### src/rtl/sa_result_drain_if.sv
// Stream interface of the systolic-array result drain.
// Carries the feeder credit handshake, the raw bottom-row MAC lanes and the
// de-skewed output row stream. "slave" is the drain's view, "master" is the
// surrounding array/feeder/consumer view.
interface sa_result_drain_if #(
    parameter int N_COLS = 4
);
    logic                  in_valid;
    logic                  in_ready;
    logic [16*N_COLS-1:0]  col_mac;
    logic                  out_valid;
    logic                  out_ready;
    logic [16*N_COLS-1:0]  out_row;
    logic                  overflow;

    modport master (
        output in_valid,
        output col_mac,
        output out_ready,
        input  in_ready,
        input  out_valid,
        input  out_row,
        input  overflow
    );

    modport slave (
        input  in_valid,
        input  col_mac,
        input  out_ready,
        output in_ready,
        output out_valid,
        output out_row,
        output overflow
    );
endinterface

### src/rtl/sa_result_drain.sv
// Systolic-array result drain.
// Tracks injected vectors through the array, samples each column of the bottom
// PE row at its skewed arrival time, re-aligns the lanes into one row, buffers
// rows in a small FIFO and issues input credits so the FIFO never overruns
// when the feeder honours in_ready.
// Optional feature: define SA_DRAIN_RELU_EN to clamp negative lanes (sign bit
// set, including -0) to 16'h0000 as rows are written into the FIFO.
module sa_result_drain #(
    parameter int N_ROWS     = 4,
    parameter int N_COLS     = 4,
    parameter int FIFO_DEPTH = 4
) (
    input  logic           clk,
    input  logic           reset,
    sa_result_drain_if.slave bus
);
    localparam int TRACK_LEN = N_ROWS + N_COLS;
    localparam int ROW_W     = 16 * N_COLS;
    localparam int PTR_W     = $clog2(FIFO_DEPTH);
    localparam int CNT_W     = PTR_W + 1;
    localparam int FLT_W     = $clog2(TRACK_LEN + 1);

    // ------------------------------------------------------------------
    // Vector tracking: bit j set means a vector was accepted j+1 edges ago.
    // The last bit marks the edge on which the aligned row is complete.
    // ------------------------------------------------------------------
    logic [TRACK_LEN-1:0] r_track;
    logic                 w_arrive;

    // Shift in_valid along the array latency plus the column skew.
    always_ff @(posedge clk or posedge reset) begin
        if (reset) begin
            r_track <= '0;
        end else begin
            r_track <= {r_track[TRACK_LEN-2:0], bus.in_valid};
        end
    end

    assign w_arrive = r_track[TRACK_LEN-1];

    // ------------------------------------------------------------------
    // De-skew: lane c is captured once it leaves the array and then delayed
    // by N_COLS-1-c more stages, so all lanes line up on the arrival edge.
    // Lanes sample every cycle; only the tracked arrival edge matters.
    // ------------------------------------------------------------------
    logic [ROW_W-1:0] w_row;

    genvar gi;
    generate
        for (gi = 0; gi < N_COLS; gi++) begin : g_lane
            localparam int LEN = N_COLS - gi;
            logic [15:0] r_pipe [LEN];

            // Capture register followed by the lane's skew-compensating delay line.
            always_ff @(posedge clk or posedge reset) begin
                if (reset) begin
                    for (int j = 0; j < LEN; j++) begin
                        r_pipe[j] <= '0;
                    end
                end else begin
                    r_pipe[0] <= bus.col_mac[16*gi +: 16];
                    for (int j = 1; j < LEN; j++) begin
                        r_pipe[j] <= r_pipe[j-1];
                    end
                end
            end

`ifdef SA_DRAIN_RELU_EN
            // Negative values, including -0, are clamped to +0 on the way in.
            assign w_row[16*gi +: 16] = r_pipe[LEN-1][15] ? 16'h0000 : r_pipe[LEN-1];
`else
            assign w_row[16*gi +: 16] = r_pipe[LEN-1];
`endif
        end
    endgenerate

    // ------------------------------------------------------------------
    // Aligned-row FIFO. A read that coincides with a write into a full
    // FIFO frees the slot, so the write is accepted without overflow.
    // ------------------------------------------------------------------
    logic [ROW_W-1:0] r_mem [FIFO_DEPTH];
    logic [PTR_W-1:0] r_wr_ptr;
    logic [PTR_W-1:0] r_rd_ptr;
    logic [CNT_W-1:0] r_count;
    logic [FLT_W-1:0] r_in_flight;
    logic             r_overflow;

    logic             w_full;
    logic             w_empty;
    logic             w_rd;
    logic             w_wr;
    logic             w_drop;
    logic [31:0]      w_occupancy;

    assign w_full  = (r_count == CNT_W'(FIFO_DEPTH));
    assign w_empty = (r_count == '0);
    assign w_rd    = !w_empty && bus.out_ready;
    assign w_wr    = w_arrive && (!w_full || w_rd);
    assign w_drop  = w_arrive && w_full && !w_rd;

    // Row storage; cleared on reset so out_row reads zero afterwards.
    always_ff @(posedge clk or posedge reset) begin
        if (reset) begin
            for (int j = 0; j < FIFO_DEPTH; j++) begin
                r_mem[j] <= '0;
            end
        end else if (w_wr) begin
            r_mem[r_wr_ptr] <= w_row;
        end
    end

    // Pointers and occupancy; pointers wrap naturally at the power-of-2 depth.
    always_ff @(posedge clk or posedge reset) begin
        if (reset) begin
            r_wr_ptr <= '0;
            r_rd_ptr <= '0;
            r_count  <= '0;
        end else begin
            if (w_wr) begin
                r_wr_ptr <= r_wr_ptr + PTR_W'(1);
            end
            if (w_rd) begin
                r_rd_ptr <= r_rd_ptr + PTR_W'(1);
            end
            case ({w_wr, w_rd})
                2'b10:   r_count <= r_count + CNT_W'(1);
                2'b01:   r_count <= r_count - CNT_W'(1);
                default: r_count <= r_count;
            endcase
        end
    end

    // Vectors accepted but not yet arrived; a dropped arrival still retires.
    always_ff @(posedge clk or posedge reset) begin
        if (reset) begin
            r_in_flight <= '0;
        end else begin
            case ({bus.in_valid, w_arrive})
                2'b10:   r_in_flight <= r_in_flight + FLT_W'(1);
                2'b01:   r_in_flight <= r_in_flight - FLT_W'(1);
                default: r_in_flight <= r_in_flight;
            endcase
        end
    end

    // Sticky flag for a row lost to a full FIFO.
    always_ff @(posedge clk or posedge reset) begin
        if (reset) begin
            r_overflow <= 1'b0;
        end else if (w_drop) begin
            r_overflow <= 1'b1;
        end
    end

    // Credit counts rows already buffered plus rows still inside the array.
    assign w_occupancy   = 32'(r_count) + 32'(r_in_flight);
    assign bus.in_ready  = (w_occupancy < 32'(FIFO_DEPTH));
    assign bus.out_valid = !w_empty;
    assign bus.out_row   = r_mem[r_rd_ptr];
    assign bus.overflow  = r_overflow;

endmodule

### src/flat_wrapper.sv
// flat-port wrapper written by rule: the top's interface ports become plain ports
module sa_result_drain_flat 
#(
    parameter int N_ROWS     = 4,
    parameter int N_COLS     = 4,
    parameter int FIFO_DEPTH = 4
)
  (clk, reset, bus_in_valid, bus_col_mac, bus_out_ready, bus_in_ready, bus_out_valid, bus_out_row, bus_overflow);
  sa_result_drain_if #(.N_COLS(N_COLS)) bus_i ();
  input  logic clk;
  input  logic reset;
  input wire logic [$bits(bus_i.in_valid)-1:0] bus_in_valid;
  input wire logic [$bits(bus_i.col_mac)-1:0] bus_col_mac;
  input wire logic [$bits(bus_i.out_ready)-1:0] bus_out_ready;
  output wire logic [$bits(bus_i.in_ready)-1:0] bus_in_ready;
  output wire logic [$bits(bus_i.out_valid)-1:0] bus_out_valid;
  output wire logic [$bits(bus_i.out_row)-1:0] bus_out_row;
  output wire logic [$bits(bus_i.overflow)-1:0] bus_overflow;
  assign bus_i.in_valid = bus_in_valid;
  assign bus_i.col_mac = bus_col_mac;
  assign bus_i.out_ready = bus_out_ready;
  assign bus_in_ready = bus_i.in_ready;
  assign bus_out_valid = bus_i.out_valid;
  assign bus_out_row = bus_i.out_row;
  assign bus_overflow = bus_i.overflow;
  sa_result_drain #(.N_ROWS(N_ROWS), .N_COLS(N_COLS), .FIFO_DEPTH(FIFO_DEPTH)) u_core (.clk(clk), .reset(reset), .bus(bus_i));
endmodule
### config.mk
export PLATFORM = sky130hd
export DESIGN_NAME = sa_result_drain_flat
export DESIGN_NICKNAME = d
export VERILOG_FILES = /design/src/rtl/sa_result_drain_if.sv /design/src/rtl/sa_result_drain.sv /design/src/flat_wrapper.sv
export SDC_FILE = /design/constraint.sdc
export NUM_CORES = 1
export LEC_CHECK = 0
export ABC_CLOCK_PERIOD_IN_PS = 16800
export CAP_MARGIN = 20
export CORE_MARGIN = 3
export CORE_UTILIZATION = 40
export DETAILED_ROUTE_END_ITERATION = 16
export PLACE_DENSITY_LB_ADDON = 0.3
export SYNTH_ARGS = -nofsm -noshare
export SYNTH_HDL_FRONTEND = slang
export SYNTH_SLANG_ARGS = --single-unit
### constraint.sdc
create_clock -name clk -period 16.8 [get_ports clk]
set_clock_uncertainty 0.2 [all_clocks]
set_input_delay 3.36 -clock clk [delete_from_list [all_inputs] [get_ports clk]]
set_output_delay 3.36 -clock clk [all_outputs]
set_load 0.1 [all_outputs]
==> impl_metrics.ini, run 1 <==
[global_routing]
grt_max_degree = 170
grt_pass1_vias = 8791
grt_pass1_wl_mm = 50.8
grt_usage_pct = 14.7
antenna_found_initial = 1
grt_overflow = 0

[sta]
finalCritPeriodShare_pct = 44.1
worst_pin_slew_ns = 1.17
rsz0062_at_grt = false
hold_violations = 0
setup_violations = 0
slew_headroom_pct = 22.1
tns_ns = 0
slew_viol_final = 0
fmax_mhz = 135
min_period_ns = 7.42

[worst_setup_path]
crit_chain = buf_4 > mux4_2 > clkdlybuf4s50_1
critPathMaxFanout = 38
crit_path_end_kind = output port
arrival_ns = 3.86
crit_required_ns = 13.24
worst_setup_path_start_kind = register
cpMaxStageDelayCell = clkdlybuf4s50_1
max_stage_delay_ns = 0.99
worst-setup-path-type = register to output port

[logic_synthesis]
synthCells = 859
yosysUniqueCellTypes = 34
synth_seq_cells = 436
yosysSeqAreaShare_pct = 65.4
syn_avg_cell_area_sq_um = 19.4
syn_area_sq_mm = 0.0167
synth_warnings = 0
synth_nets = 939

[floorplan]
dieArea_sq_mm = 0.0442
die_y_microns = 210
core_area_sq_mm = 0.0410
rows = 74
die-width_microns = 210
io_pins = 135
start_util_pct = 40.7

[finish]
drive_gt1_share_pct = 39.4
stdcell_area_sq_mm = 0.0199
multi_input_area_sq_mm = 0.00527
layout_common_cells = dfrtp_1 (434), mux2_2 (137), clkdlybuf4s50_1 (134)
areaGrowthSynthToFinish_pct = 19.3
nets = 1090
diodes = 0
fillers = 3400
final_common_cell = dfrtp_1
ff_latch_area_sq_mm = 0.0109

[clock_network]
ctsRootBufferMaster = clkbuf_16
cts_hold_buffers = 0
cts_tree = yes
numClockSinks = 436
path_clk_slew_ns = 0.06
cts_setup_buffers = 0
post_cts_resized = 0
cts.path.max_buffers = 3
insertion_delay_ns = 0.57
cts_buffers = 48
htreeDepth = 2

[drt]
first_pass_iters = 4
wirelength_mm = 30.9
drc = 0
avgRoutedWirePerCell_microns = 19.5
route.vias.total = 7739
via_per_inst = 4.90
drtAntennaViolNets = 0
drtIter0Drc = 416

[placement]
gp_congestion = 0.679
numPortBuffers = 134
dpl.hpwl_mm = 17.0
post_dp_cell_area_sq_mm = 0.0183

[worst_hold_path]
min_path_type = register to register

[flow_run]
drv_cap = 0

[run_status]
status = complete, no violations
[registers in the layout, summed over array words and instances (netlist names)]
| signal | flops |
|---|---|
| u_core.r_in_flight | 4 |
| u_core.r_mem | 256 |
| u_core.bus.overflow | 1 |
| u_core.r_rd_ptr | 2 |
| u_core.g_lane.r_pipe | 160 |
| u_core.r_wr_ptr | 2 |
| u_core.r_count | 3 |
| u_core.r_track | 8 |
[worst max-delay path, delay by kind of cell (launching register included)]
kind     cells  cell delay (ns)
buf+inv      2             1.66
flops        1             0.98
mux          1             0.63
[worst paths after layout]
path / to / depth (start not counted) / from / slack (ns)
setup / recovery: bus_out_row[51] / 3 / u_core.r_rd_ptr[0] / 9.38
hold / removal: u_core.g_lane[1].r_pipe[20] / 0 / u_core.g_lane[1].r_pipe[36] / 0.14
setup reg to reg: u_core.r_mem[154] / 4 / u_core.r_count[0] / 13.36
hold reg to reg: u_core.g_lane[1].r_pipe[20] / 0 / u_core.g_lane[1].r_pipe[36] / 0.14
max in group asynchronous: u_core.r_mem[125] / 4 / reset / 10.86
min in group asynchronous: u_core.g_lane[1].r_pipe[39] / 2 / reset / 3.16
[cell type report]
cell class | count | area share (%)
Clock buffer | 74 | 7.19
Clock inverter | 13 | 0.779
Inverter | 12 | 0.264
Multi-Input combinational cell | 370 | 26.5
Sequential cell | 436 | 54.9
Tap cell | 532 | 3.34
Timing Repair Buffer | 142 | 7.10
[per-layer routing]
layer  wire length (microns)  GRT usage, %
met4                     732          4.95
met1                   14800          21.3
met3                    1340          3.24
met2                   14000          22.1
met5                      17             0
[cell families (layout without fill, tap and decap cells)]
family	count (synthesis)	count (layout)	share of synthesized area [%]
muxes	324	324	28.9
buffers and inverters	53	241	2.99
AOI/OAI and AO/OA	9	9	0.398
and+or+nand+nor	17	17	0.900
adders and majority gates	12	12	0.990
DFF	436	436	65.4
xor gates and xnor gates	8	8	0.420
[per-stage QoR]
step	setup slack [ns]	utilization (%)	cells	hold WS, ns
after floorplan	1.09	-	859	0.131
after global placement	9.85	44.7	1492	0.131
after detailed placement	9.81	44.7	1492	0.135
after CTS	9.17	48.5	1579	0.128
after global routing	9.10	48.5	1579	0.139
final	9.38	48.5	1579	0.136
[cell usage after synthesis, drive strengths merged]
| master | count | area share, % |
|---|---|---|
| o21ai | 1 | 0.030 |
| clkbuf | 7 | 0.16 |
| a21oi | 2 | 0.060 |
| o211ai | 1 | 0.045 |
| a2111o | 1 | 0.068 |
| xor2 | 4 | 0.21 |
| mux2 | 258 | 20 |
| o311ai | 1 | 0.053 |
| dfrtp | 436 | 65 |
| mux4 | 64 | 8.6 |
| buf | 34 | 2.6 |
| o31a | 1 | 0.060 |
| a31oi | 1 | 0.038 |
| nor3b | 2 | 0.090 |
| xnor2 | 4 | 0.21 |
| or4 | 1 | 0.045 |
| nor2 | 2 | 0.045 |
| ha | 10 | 0.75 |
| o21bai | 1 | 0.045 |
| fa | 2 | 0.24 |
| inv | 12 | 0.27 |
| or4b | 2 | 0.12 |
| nand4 | 1 | 0.038 |
| nand3 | 5 | 0.45 |
| nand2 | 3 | 0.068 |
| mux2i | 2 | 0.12 |
| or3 | 1 | 0.045 |
Power of run 1 is left out: the tool's default activity adds up to more than one toggle a clock period on the data nets, which glitch-free logic cannot reach.
==> run 2: changes to the inputs <==
--- a/config.mk
+++ b/config.mk
@@ -5,7 +5,7 @@
 export SDC_FILE = /design/constraint.sdc
 export NUM_CORES = 1
 export LEC_CHECK = 0
-export ABC_CLOCK_PERIOD_IN_PS = 16800
+export ABC_CLOCK_PERIOD_IN_PS = 6940
 export CAP_MARGIN = 20
 export CORE_MARGIN = 3
 export CORE_UTILIZATION = 40
==> constraint.sdc (replaced) <==
create_clock -name clk -period 6.94 [get_ports clk]
set_clock_uncertainty 0.2 [all_clocks]
set_input_delay 1.388 -clock clk [delete_from_list [all_inputs] [get_ports clk]]
set_output_delay 1.388 -clock clk [all_outputs]
set_load 0.1 [all_outputs]
==> run 2 against run 1 <==
  * Utilization rose by 0.058 points
  * Flip-flop and latch count did not move
  * Worst setup slack got worse by 7.6 ns
  * Critical endpoint is now bus_out_row[55]
==> impl_metrics.ini, run 2 (synthesis results as in run 1) <==
[run_status]
status = complete, no violations

[sta]
hold_violations = 0
finalCritPeriodShare_pct = 74.9
worst_pin_slew_ns = 1.02
fmax_mhz = 192
rsz0062_at_grt = false
slew_viol_final = 0
slew_headroom_pct = 31.9
layout_setup_ws_ns = 1.74
fin_hold_ws_ns = 0.144
min_period_ns = 5.20
setup_violations = 0

[worst_setup_path]
worst-setup-path-type = register to output port
worstRegToRegCells = 4
crit_cells = 3
r2r_setup_slack_ns = 3.75
arrival_ns = 3.61
r2r-end = u_core.r_mem[199]
max_stage_delay_ns = 1.00
crit_required_ns = 5.35
cpMaxStageDelayCell = clkdlybuf4s50_1
startpoint = u_core.r_rd_ptr[0]
path_buf_inv = 2
crit_family = buffers and inverters
crit_end = bus_out_row[55]
crit_path_end_kind = output port
worst_setup_path_start_kind = register
crit_chain = buf_4 > mux4_2 > clkdlybuf4s50_1
r2r_start = u_core.r_count[0]
critPathMaxFanout = 36

[placement]
dp_slack_ns = 2.22
dpl.hpwl_mm = 18.2
gp_congestion = 0.705
numPortBuffers = 134
dp_cells = 1496

[flow_run]
drv_cap = 0

[finish]
nets = 1092
drive_gt1_share_pct = 39.6
top_register = u_core.r_mem
instances_no_fill = 1579
largest_reg_flops = 256
areaGrowthSynthToFinish_pct = 19.5
final_common_cell = dfrtp_1
reg_top3 = u_core.r_mem (256), u_core.g_lane.r_pipe (160), u_core.r_track (8)
layout_common_cells = dfrtp_1 (434), mux2_2 (137), clkdlybuf4s50_1 (134)
diodes = 0

[floorplan]
rows = 74
dieArea_sq_mm = 0.0442
core_area_sq_mm = 0.0410
io_pins = 135
die_y_microns = 210
die-width_microns = 210
start_util_pct = 40.7

[clock_network]
cts_setup_buffers = 0
ctsRootBufferMaster = clkbuf_16
insertion_delay_ns = 0.55
numClockSinks = 436
cts_tree = yes
cts_hold_buffers = 0
path_clk_slew_ns = 0.06
cts_buffers = 46
post_cts_resized = 0
htreeDepth = 2
cts.path.max_buffers = 3

[drt]
route.vias.total = 7798
first_pass_iters = 6
drc = 0
via_per_inst = 4.94
wirelength_mm = 31.5
drtAntennaViolNets = 0
drtIter0Drc = 365
avgRoutedWirePerCell_microns = 19.9

[global_routing]
grt_overflow = 0
grt_pass1_vias = 8770
grt_max_degree = 180
antenna_found_initial = 0
grt_pass1_wl_mm = 51.2
grt_usage_pct = 14.9

[worst_hold_path]
min_path_type = register to register
-- run 2: changes by cell type in the layout (fill, tap and decap cells not counted) --
cell	before	now
clkbuf_16	49	47
clkbuf_1	14	11
buf_12	1	3
clkbuf_8	11	15
clkinv_2	6	4
buf_4	7	9
inv_6	4	1
clkinvlp_4	0	3
inv_8	1	0
-- run 2: per-stage QoR --
stage / setup TNS [ns] / area [sq um] / util [%]
global placement: 0 / 18400 / 44.8
CTS: 0 / 19900 / 48.6
detailed placement: 0 / 18400 / 44.8
global route: 0 / 19900 / 48.6
floorplan: -234.26 / 16700 / -
finish: 0 / 19900 / 48.6
-- run 2: layer usage --
metal | GRT usage (%) | part of all wire [%]
met5 | 0 | 0
met4 | 4.37 | 2.0
met3 | 3.13 | 4.2
met2 | 22.9 | 46
met1 | 21.6 | 48
-- run 2: worst min-delay path by stage --
stage | start | end | slack [ns] | cells past startpoint
after floorplan | u_core.g_lane[0].r_pipe[16] | u_core.g_lane[0].r_pipe[0] | 0.13 | 0
after global placement | u_core.g_lane[1].r_pipe[24] | u_core.g_lane[1].r_pipe[8] | 0.13 | 0
after detailed placement | u_core.g_lane[0].r_pipe[17] | u_core.g_lane[0].r_pipe[1] | 0.13 | 0
after CTS | u_core.g_lane[2].r_pipe[18] | u_core.g_lane[2].r_pipe[2] | 0.14 | 0
after global routing | u_core.g_lane[2].r_pipe[18] | u_core.g_lane[2].r_pipe[2] | 0.15 | 0
final | u_core.g_lane[2].r_pipe[18] | u_core.g_lane[2].r_pipe[2] | 0.14 | 0
-- run 2: cell type report --
class | count | area, sq um
inverter | 12 | 48.8
tap | 532 | 666
clock buffer | 73 | 1420
fill | 3381 | 21100
timing repair buffer | 146 | 1470
clock inverter | 10 | 134
sequential | 436 | 10900
multi-input combinational | 370 | 5270
Power of run 2 is left out for the same reason.
==> run 3: changes to the inputs <==
--- a/config.mk
+++ b/config.mk
@@ -5,7 +5,7 @@
 export SDC_FILE = /design/constraint.sdc
 export NUM_CORES = 1
 export LEC_CHECK = 0
-export ABC_CLOCK_PERIOD_IN_PS = 6940
+export ABC_CLOCK_PERIOD_IN_PS = 5300
 export CAP_MARGIN = 20
 export CORE_MARGIN = 3
 export CORE_UTILIZATION = 40
==> constraint.sdc (replaced) <==
create_clock -name clk -period 5.3 [get_ports clk]
set_clock_uncertainty 0.2 [all_clocks]
set_input_delay 1.06 -clock clk [delete_from_list [all_inputs] [get_ports clk]]
set_output_delay 1.06 -clock clk [all_outputs]
set_load 0.1 [all_outputs]
==> run 3 against run 2 <==
  * Flip-flop and latch count stayed put
  * Cell count rose by 0.38%
  * Die area unchanged
  * Via count increased by 0.37%
  * First-iteration DRC count rose by 1.1%
  * Critical path depth unchanged
  * Non-clock buffer count is 3 higher
  * Register-to-register slack got worse by 1.3 ns
  * Utilization rose by 0.23 points
  * Global-route usage about the same
  * Count of clock-buffer cells in the layout decreased by 5
==> impl_metrics.ini, run 3 (synthesis results as in run 1) <==
[run_status]
status = complete, no violations

[worst_setup_path]
crit_chain = buf_4 > mux4_2 > clkdlybuf4s50_1
worst-setup-path-type = register to output port
arrival_ns = 3.38
cpMaxStageDelayCell = clkdlybuf4s50_1
crit_required_ns = 4.04
worst_setup_path_start_kind = register
crit_path_end_kind = output port
r2r_setup_slack_ns = 2.45
critPathMaxFanout = 28
max_stage_delay_ns = 0.99

[sta]
fin_hold_ws_ns = 0.129
tns_ns = 0
fmax_mhz = 215
finalCritPeriodShare_pct = 87.6
setup_violations = 0
worst_pin_slew_ns = 0.991
hold_violations = 0
slew_viol_final = 0
slew_headroom_pct = 33.7
rsz0062_at_grt = false
min_period_ns = 4.64

[global_routing]
grt_pass1_wl_mm = 51.5
grt_max_degree = 154
antenna_found_initial = 0
grt_usage_pct = 14.9
grt_pass1_vias = 8799
grt_overflow = 0

[floorplan]
core_area_sq_mm = 0.0410
rows = 74
die_y_microns = 210
dieArea_sq_mm = 0.0442
io_pins = 135
start_util_pct = 40.7
die-width_microns = 210

[clock_network]
insertion_delay_ns = 0.57
cts_buffers = 47
htreeDepth = 2
numClockSinks = 436
cts_setup_buffers = 0
ctsRootBufferMaster = clkbuf_16
post_cts_resized = 0
path_clk_slew_ns = 0.06
cts_tree = yes
cts.path.max_buffers = 3
cts_hold_buffers = 0

[drt]
first_pass_iters = 4
avgRoutedWirePerCell_microns = 19.9
wirelength_mm = 31.6
via_per_inst = 4.94
route.vias.total = 7827
drtIter0Drc = 369
drtAntennaViolNets = 0
drc = 0

[finish]
diodes = 0
nets = 1096
drive_gt1_share_pct = 41.3
areaGrowthSynthToFinish_pct = 20.1
top_register = u_core.r_mem
layout_common_cells = dfrtp_1 (434), mux2_2 (137), clkdlybuf4s50_1 (123)
reg_top3 = u_core.r_mem (256), u_core.g_lane.r_pipe (160), u_core.r_track (8)
instances_no_fill = 1585
stdcell_area_sq_mm = 0.0200
largest_reg_flops = 256
final_common_cell = dfrtp_1

[placement]
dp_cells = 1499
post_dp_cell_area_sq_mm = 0.0184
gp_congestion = 0.694
numPortBuffers = 134
dpl.hpwl_mm = 18.4

[flow_run]
drv_cap = 0

[worst_hold_path]
min_path_type = register to register
[run 3: layer usage]
metal / GRT usage, % / up-vias / routed length, microns / share of wire [%]
met1: 22.1 / 4219 / 15300 / 48
li1: - / 3419 / - / -
met5: 0 / - / 0 / 0
met4: 4.46 / 0 / 665 / 2.1
met2: 22.4 / 142 / 14400 / 46
met3: 2.89 / 47 / 1230 / 3.9
[run 3: layout make-up]
| class | instances | area, sq um |
|---|---|---|
| Clock inverter | 18 | 213 |
| Fill cell | 3428 | 21000 |
| Tap cell | 532 | 666 |
| Sequential cell | 436 | 10900 |
| Multi-Input combinational cell | 370 | 5270 |
| Inverter | 12 | 48.8 |
| Timing Repair Buffer | 149 | 1510 |
| Clock buffer | 68 | 1400 |
[run 3: worst max-delay path, delay by kind of cell (launching register included)]
| kind | cells | cell delay [ns] |
|---|---|---|
| buffers and inverters | 2 | 1.40 |
| DFF | 1 | 0.82 |
| muxes | 1 | 0.57 |
[run 3: stage by stage]
stage                     setup slack [ns]  utilization, %
after floorplan                      -1.85               -
after global routing                 0.454            48.8
after detailed placement              1.15            44.9
final                                0.659            48.8
after CTS                            0.527            48.8
after global placement                1.16            44.9
[run 3: worst paths after layout]
check,from,end,cells after the start
worst max-delay path,u_core.r_rd_ptr[0],bus_out_row[35],3
worst min-delay path,u_core.g_lane[0].r_pipe[38],u_core.g_lane[0].r_pipe[22],0
worst max register to register,u_core.r_count[0],u_core.r_mem[0],4
worst min register to register,u_core.g_lane[0].r_pipe[38],u_core.g_lane[0].r_pipe[22],0
max in group asynchronous,reset,u_core.r_mem[227],3
min in group asynchronous,reset,u_core.r_mem[132],2
Power of run 3 is left out for the same reason.
